## src/rtl/sweep_settle_timer.sv

```systemverilog
// Loadable down-counter that parks at zero; o_zero marks the end of a settle window.
module sweep_settle_timer #(
    parameter int unsigned Width = 3
) (
    input  logic             i_clk,
    input  logic             i_rst_n,
    input  logic             i_load,
    input  logic [Width-1:0] i_load_val,
    input  logic             i_dec,
    output logic             o_zero
);

    logic [Width-1:0] r_count;

    always_ff @(posedge i_clk) begin
        if (!i_rst_n) begin
            r_count <= '0;
        end else if (i_load) begin
            r_count <= i_load_val;
        end else if (i_dec && !o_zero) begin
            r_count <= r_count - Width'(1);
        end
    end

    assign o_zero = (r_count == '0);

endmodule

```

## config.mk

```make
export PLATFORM = sky130hd
export DESIGN_NAME = sweep_settle_timer
export DESIGN_NICKNAME = d
export VERILOG_FILES = /design/src/rtl/sweep_settle_timer.sv
export SDC_FILE = /design/constraint.sdc
export NUM_CORES = 1
export LEC_CHECK = 0
export BUFFER_PORTS_ARGS = -buffer_cell sky130_fd_sc_hd__buf_2
export CAP_MARGIN = 40
export CORE_AREA = 2 2 39 41
export CTS_CLUSTER_DIAMETER = 30
export DETAILED_ROUTE_END_ITERATION = 8
export DIE_AREA = 0 0 41 43
export PLACE_DENSITY = 0.3
export SYNTH_ARGS = -nofsm -noshare
export SYNTH_HDL_FRONTEND = slang
export SYNTH_SLANG_ARGS = --single-unit
export TNS_END_PERCENT = 30
```

## constraint.sdc

```tcl
create_clock -name i_clk -period 1.4 [get_ports i_clk]
set_input_delay 0.28 -clock i_clk [delete_from_list [all_inputs] [get_ports i_clk]]
set_output_delay 0.28 -clock i_clk [all_outputs]
set_load 0.005 [all_outputs]
```

==> summary.md, run 1 <==
| Metric | Value |
|---|---|
| Crit Path Max Fanout | `4` |
| First-pass GRT wire length | `621 µm` |
| CP endpoint kind | `output pin` |
| Worst Clk Skew | `~1.7 ps` |
| WP buf/inv | `2` |
| Cell Rows | `14` |
| Final min period | `around 1400 ps` |
| Via count | `roughly 180` |
| Largest net degree at the start of global routing | `5` |
| Routability cong. | `around 0.61` |
| I/O pins | `8` |
| CP Data Arrival Time | `~1100 ps` |
| Cells after Synth | `21` |
| Starting Density | `between 10% and 20%` |
| H-tree Lvls | `1` |
| Final core occ | `20.5%` |
| Synth warn | `0` |
| Library cells used by synthesis | `11` |
| P&R area growth vs syn | `53.4%` |
| Fin crit share | `96.8%` |
| Rel. slew slack | `around 89%` |
| Filler instances | `around 160` |
| Clock buffer count from CTS | `3` |
| Setup TNS | `0 ps` |
| Post-synthesis sequential area ratio | `32.4%` |
| GR Overflow Total | `0` |
| Achievable Freq | `738 MHz` |
| Synthesized area | `around 190 µm²` |
| Port buffer count | `7` |
| Post-CTS Hold Buffers | `0` |
| Fraction of layout cells with a size suffix above 1 | `between 40 and 50%` |
| Core area | `~0.0014 mm²` |
| CTS root buffer | `clkbuf_4` |
| Worst skew pair latency | `between 200 and 250 ps` |
| Largest register FFs | `3` |
| Finish-stage setup viols | `0` |
| Critical Path, Cell by Cell | `inv_1 -> ha_2 -> ha_4 -> buf_2` |
| Full die area | `between 0.0015 and 0.002 mm²` |
| Final WL | `approximately 360 µm` |
| Initial antenna violation count | `0` |
| Number of global-route vias before repair | `about 180` |
| Leak pwr | `about 0.00012 µW` |
| DR iter-0 viols | `0` |
| Worst Setup Path Type | `flip-flop to output pin` |
| RSZ-0062 raised after global routing | `false` |
| Pre-antenna DRT Iters | `1` |
| Die height | `43 µm` |
| Worst-Margin Slew | `between 150 and 200 ps` |
| Startpoint types | `flip-flop` |
| Worst ir drop on vdd | `approximately 0.30 mV` |
| Largest regs | `r_count (3)` |
| GRT Total Usage | `5.71%` |
| Hold slack | `295 ps` |
| Number of max-cap violations | `0` |
| Post-DR wirelength/cell | `~7.4 µm` |
| Hold WC Path Type | `input port to flip-flop` |
| Final hold violations | `0` |
| # nets final | `42` |
| Syn avg cell area | `roughly 9 µm²` |
| Clock sinks | `3` |
| Critical path's top delay family | `adder cells` |
| Seq cells post-synth | `3` |
| Crit path largest cell delay | `~320 ps` |
| CTS Buffer Depth | `2` |
| Pwr/cell area | `1140 mW/mm²` |
| Post-DRT Antenna Nets | `0` |
| Via-to-Cell Ratio | `3.65` |
| Inserted Diodes | `0` |
| Register name with the most flops | `r_count` |
| CP max stage cell | `dfxtp_2` |
| Worst path required time | `roughly 1100 ps` |
| Fin. max-slew vios | `0` |
| Width of the die | `41 µm` |
| Worst-path clk slew | `approximately 40 ps` |
| CTS tree | `yes` |
| Status | `finished clean` |
| # DRC | `0` |
| Mapped Nets | `30` |
path summary, 6_finish.rpt:
kind,from,endpoint,slack [ps],depth (start not counted)
setup / recovery,r_count[0],o_zero,40,4
hold / removal,i_load_val[1],r_count[1],290,3
setup reg to reg,r_count[0],r_count[2],210,6
hold reg to reg,r_count[0],r_count[0],540,2
area by class of cell:
type	count	area, µm²	share of cell area (%)
clock buffers	4	26.3	9.25
inverters	4	15.0	5.29
repair buffers	7	35.0	12.3
flip-flops and latches	3	62.6	22.0
multi-input cells	14	125	44.1
well taps	16	20.0	7.05
cell families (layout without fill, tap and decap cells):
logic type      after synthesis  in the layout  synth area share (%)
compound gates                6              6                  21.6
buf+inv                       4             15                  8.11
simple gates                  5              5                  19.6
xor+xnor                      1              1                  4.73
fa+ha+maj                     2              2                  13.5
flops                         3              3                  32.4
metrics by stage:
| step | setup slack, ps | power (µW) | area, µm² | std cells |
|---|---|---|---|---|
| finish | 44.5 | 324 | 284 | 48 |
| global route | 4.71 | 346 | 284 | 48 |
| CTS | 8.88 | 333 | 282 | 48 |
| detailed placement | 105 | 162 | 240 | 44 |
| global placement | 99.7 | 163 | 240 | 44 |
| floorplan | 166 | 141 | 185 | 21 |
report_power, final:
part           switching (µW)  internal, µW
registers                3.91          94.6
logic                    32.4          41.6
clock network            44.5           107
cells in the final DEF (no fill, tap or decap):
master,instances
o21ai_0,1
a21boi_0,2
nand2_1,2
clkbuf_4,3
nand3b_1,2
inv_1,4
nor2b_4,1
dfxtp_2,2
o211ai_1,2
buf_2,7
ha_4,1
clkbuf_1,1
dfxtp_1,1
a21oi_1,1
xnor2_1,1
ha_2,1
repair_timing:
item,4_1_cts,5_1_grt
gates resized for setup,3,2
buffers inserted,0,0
setup endpoints to repair,1,1
synth_stat cells (all sizes together):
master  count  area, µm²
nand2       2       7.51
xnor2       1       8.76
nand3b      2       15.0
ha          2       25.0
a21boi      2       15.0
a21oi       1       5.00
nor2b       1       13.8
inv         4       15.0
dfxtp       3       60.1
o211ai      2       15.0
o21ai       1       5.00
worst register-to-register path, delay by kind of cell (launching register included):
kind,cells,cell delay (ps)
buffers and inverters,1,40
AND/OR/NAND/NOR,1,70
flip-flops,1,320
AO/OA/AOI/OAI,2,200
adder cells (fa/ha/maj),2,440
routing by layer:
| layer | share of wire [%] | GRT usage (%) |
|---|---|---|
| met3 | 11 | 1.57 |
| met4 | 3.9 | 8.00 |
| met1 | 47 | 7.01 |
| met5 | 0 | 0 |
| met2 | 37 | 6.25 |
Power figures use the tool's default switching activity.
==> inputs of run 2 (changes only) <==
RECOVER_POWER = 25   (was default)
SETUP_SLACK_MARGIN = 0.1   (was default)
==> summary.md, run 2 (same netlist as run 1, synthesis figures left out) <==
| Metric | Value |
|---|---|
| GR Overflow Total | `0 (unchanged)` |
| Register area | `61.3 µm² (was 62.6 µm²)` |
| Worst setup path end | `o_zero (unchanged)` |
| Worst-Margin Slew | `169 ps (was 159 ps)` |
| Design Area, Final | `307 µm² (was 284 µm²)` |
| Most common cell after layout, fill and taps aside | `buf_2 (unchanged)` |
| Finish-stage setup viols | `0 (unchanged)` |
| Core area | `0.00138 mm² (unchanged)` |
| CTS Buffer Depth | `2 (unchanged)` |
| Cell Rows | `14 (unchanged)` |
| Crit Path Max Fanout | `2 (was 4)` |
| Sw Ratio | `25.4% (was 25.0%)` |
| Most frequent cells in the layout | `buf_2, clkbuf_4 (was buf_2, inv_1, clkbuf_4)` |
| GRT Total Usage | `5.81% (was 5.71%)` |
| Fin. max-slew vios | `0 (unchanged)` |
| CP max stage cell | `dfxtp_1 (was dfxtp_2)` |
| Die height | `43 µm (unchanged)` |
| Inserted Diodes | `0 (unchanged)` |
| Via-to-Cell Ratio | `3.65 (about the same)` |
| Final hold violations | `0 (unchanged)` |
| Via count | `179 (was 175)` |
| Leak pwr | `0.000128 µW (was 0.000119 µW)` |
| Initial antenna violation count | `0 (unchanged)` |
| Worst-path clk slew | `40 ps (about the same)` |
| Fin crit share | `93.9% (was 96.8%)` |
| Setup TNS | `0 ps (unchanged)` |
| Hold WC Path Type | `input port to flip-flop (unchanged)` |
| H-tree Lvls | `1 (unchanged)` |
| Switch Pwr | `86.5 µW (was 80.8 µW)` |
| Pre-antenna DRT Iters | `2 (was 1)` |
| Final min period | `1310 ps (was 1360 ps)` |
| Reg2reg end | `r_count[0] (was r_count[2])` |
| First-pass GRT wire length | `634 µm (was 621 µm)` |
| RSZ-0062 raised after global routing | `true (was false)` |
| CTS root buffer | `clkbuf_4 (unchanged)` |
| Critical Path, Cell by Cell | `inv_2 -> ha_4 -> ha_4 -> buf_6 (was inv_1 -> ha_2 -> ha_4 -> buf_2)` |
| Width of the die | `41 µm (unchanged)` |
| Post-DRT Antenna Nets | `0 (unchanged)` |
| WHS Path Cells | `3 (unchanged)` |
| CP endpoint kind | `output pin (unchanged)` |
| GRT busiest layer | `met4 (unchanged)` |
| CTS tree | `yes (unchanged)` |
| DR iter-0 viols | `2 (was 0)` |
| Clock power share | `44.5% (was 46.7%)` |
| Full die area | `0.00176 mm² (unchanged)` |
| Starting Density | `13.4% (unchanged)` |
| Worst Setup Path Type | `flip-flop to output pin (unchanged)` |
| WP buf/inv | `2 (unchanged)` |
| Area of the multi-input gates | `135 µm² (was 125 µm²)` |
| Most common cell on crit path | `ha_4` |
| Clock buffer count from CTS | `3 (unchanged)` |
| Met3 global-route usage | `1.57% (unchanged)` |
| Startpoint types | `flip-flop (unchanged)` |
| P&R area growth vs syn | `65.5% (was 53.4%)` |
| # nets final | `43 (was 42)` |
| Final core occ | `22.2% (was 20.5%)` |
| Reg-to-Reg Start | `r_count[1] (was r_count[0])` |
| Critical path's top delay family | `flip-flops (was adder cells)` |
| Critical path launch point | `r_count[1] (was r_count[0])` |
| Post-DR wirelength/cell | `7.45 µm (was 7.44 µm)` |
| DP Area | `240 µm² (unchanged)` |
| Worst skew pair latency | `230 ps (about the same)` |
| Crit path largest cell delay | `330 ps (was 320 ps)` |
| Cell Int Power | `254 µW (was 243 µW)` |
| Register name with the most flops | `r_count (unchanged)` |
| Final WL | `365 µm (was 357 µm)` |
| Number of max-cap violations | `0 (unchanged)` |
| Pwr/cell area | `1110 mW/mm² (was 1140 mW/mm²)` |
| Slack of the worst reg-to-reg path | `110 ps (was 210 ps)` |
| Met2 usage | `6.56% (was 6.25%)` |
| Worst R2R Path Depth | `7 (was 6)` |
| Largest regs | `r_count (3) (unchanged)` |
| # DRC | `0 (unchanged)` |
| Met1 Resource Use GR | `7.01% (unchanged)` |
| Worst path required time | `1120 ps (about the same)` |
| Post-CTS Hold Buffers | `0 (unchanged)` |
| Routability cong. | `0.611 (unchanged)` |
| Worst Clk Skew | `1.29 ps (was 1.68 ps)` |
| Number of global-route vias before repair | `182 (was 178)` |
| Comb pwr share | `26.4% (was 22.9%)` |
| Part of the power in registers | `29.0% (was 30.4%)` |
| I/O pins | `8 (unchanged)` |
| CP Data Arrival Time | `1030 ps (was 1080 ps)` |
| Largest register FFs | `3 (unchanged)` |
| Filler instances | `159 (unchanged)` |
| Largest net degree at the start of global routing | `5 (unchanged)` |
| Worst ir drop on vdd | `0.303 mV (was 0.301 mV)` |
| WP depth | `4 (unchanged)` |
| Clock sinks | `3 (unchanged)` |
| Rel. slew slack | `88.7% (was 89.4%)` |
| Fraction of layout cells with a size suffix above 1 | `51.5% (was 46.9%)` |
| Port buffer count | `7 (unchanged)` |
| Status | `finished clean (unchanged)` |
| Achievable Freq | `761 MHz (was 738 MHz)` |
## run 2: cell count changes in the layout (fill, tap and decap cells not counted), moves of 2 or more
cell / delta
a21boi_0: -2
a21boi_1: +2
inv_1: -2
inv_2: +2
## run 2: repair_timing
action / in CTS / in global routing
pin swaps: 2 / 0
gates resized for setup: 9 / 2
setup endpoints to repair: 3 / 4
buffers inserted: 1 / 0
## run 2: worst min-delay path by stage
stage	slack (ps)	to	start
after floorplan	420	r_count[0]	i_rst_n
after global placement	540	r_count[2]	i_load_val[2]
after detailed placement	550	r_count[2]	i_load_val[2]
after CTS	290	r_count[1]	i_load_val[1]
after global routing	290	r_count[1]	i_load_val[1]
final	290	r_count[2]	i_load_val[2]
## run 2: per-stage QoR
step | cells | hold slack (ps) | worst slack [ps] | power, µW
3_5_place_dp | 44 | 545 | 105 | 162
4_1_cts | 49 | 289 | 95.4 | 350
2_1_floorplan | 21 | 418 | 166 | 141
5_1_grt | 49 | 294 | 30.0 | 365
6_report | 49 | 289 | 86.0 | 341
3_3_place_gp | 44 | 541 | 99.7 | 163
## run 2: worst reg2reg max path, cell delays in order (launching register included)
cell and delay [ps]:
dfxtp_1 330, inv_2 50, ha_4 160, ha_4 150, buf_4 140, nor2b_4 130
xnor2_1 130, a21oi_1 80
## run 2: cell type report
class	count	area share [%]
well taps	16	6.53
flip-flops and latches	3	20.0
repair buffers	8	15.9
clock buffers	4	8.57
multi-input cells	14	44.1
inverters	4	4.90
## run 2: power by group through the flow
| stage | logic, µW | registers (µW) | clock network (µW) |
|---|---|---|---|
| global route | 104 | 99.3 | 161 |
| CTS | 89.9 | 99.5 | 160 |
| global placement | 64.4 | 98.7 | 0 |
| finish | 90.0 | 98.9 | 152 |
| floorplan | 42.9 | 98.0 | 0 |
| detailed placement | 63.1 | 98.9 | 0 |
## run 2: metal layers
metal,part of all wire [%],wire length [µm]
met1,47,170
met2,39,141
met3,10,38
met4,3.8,14
met5,0,0
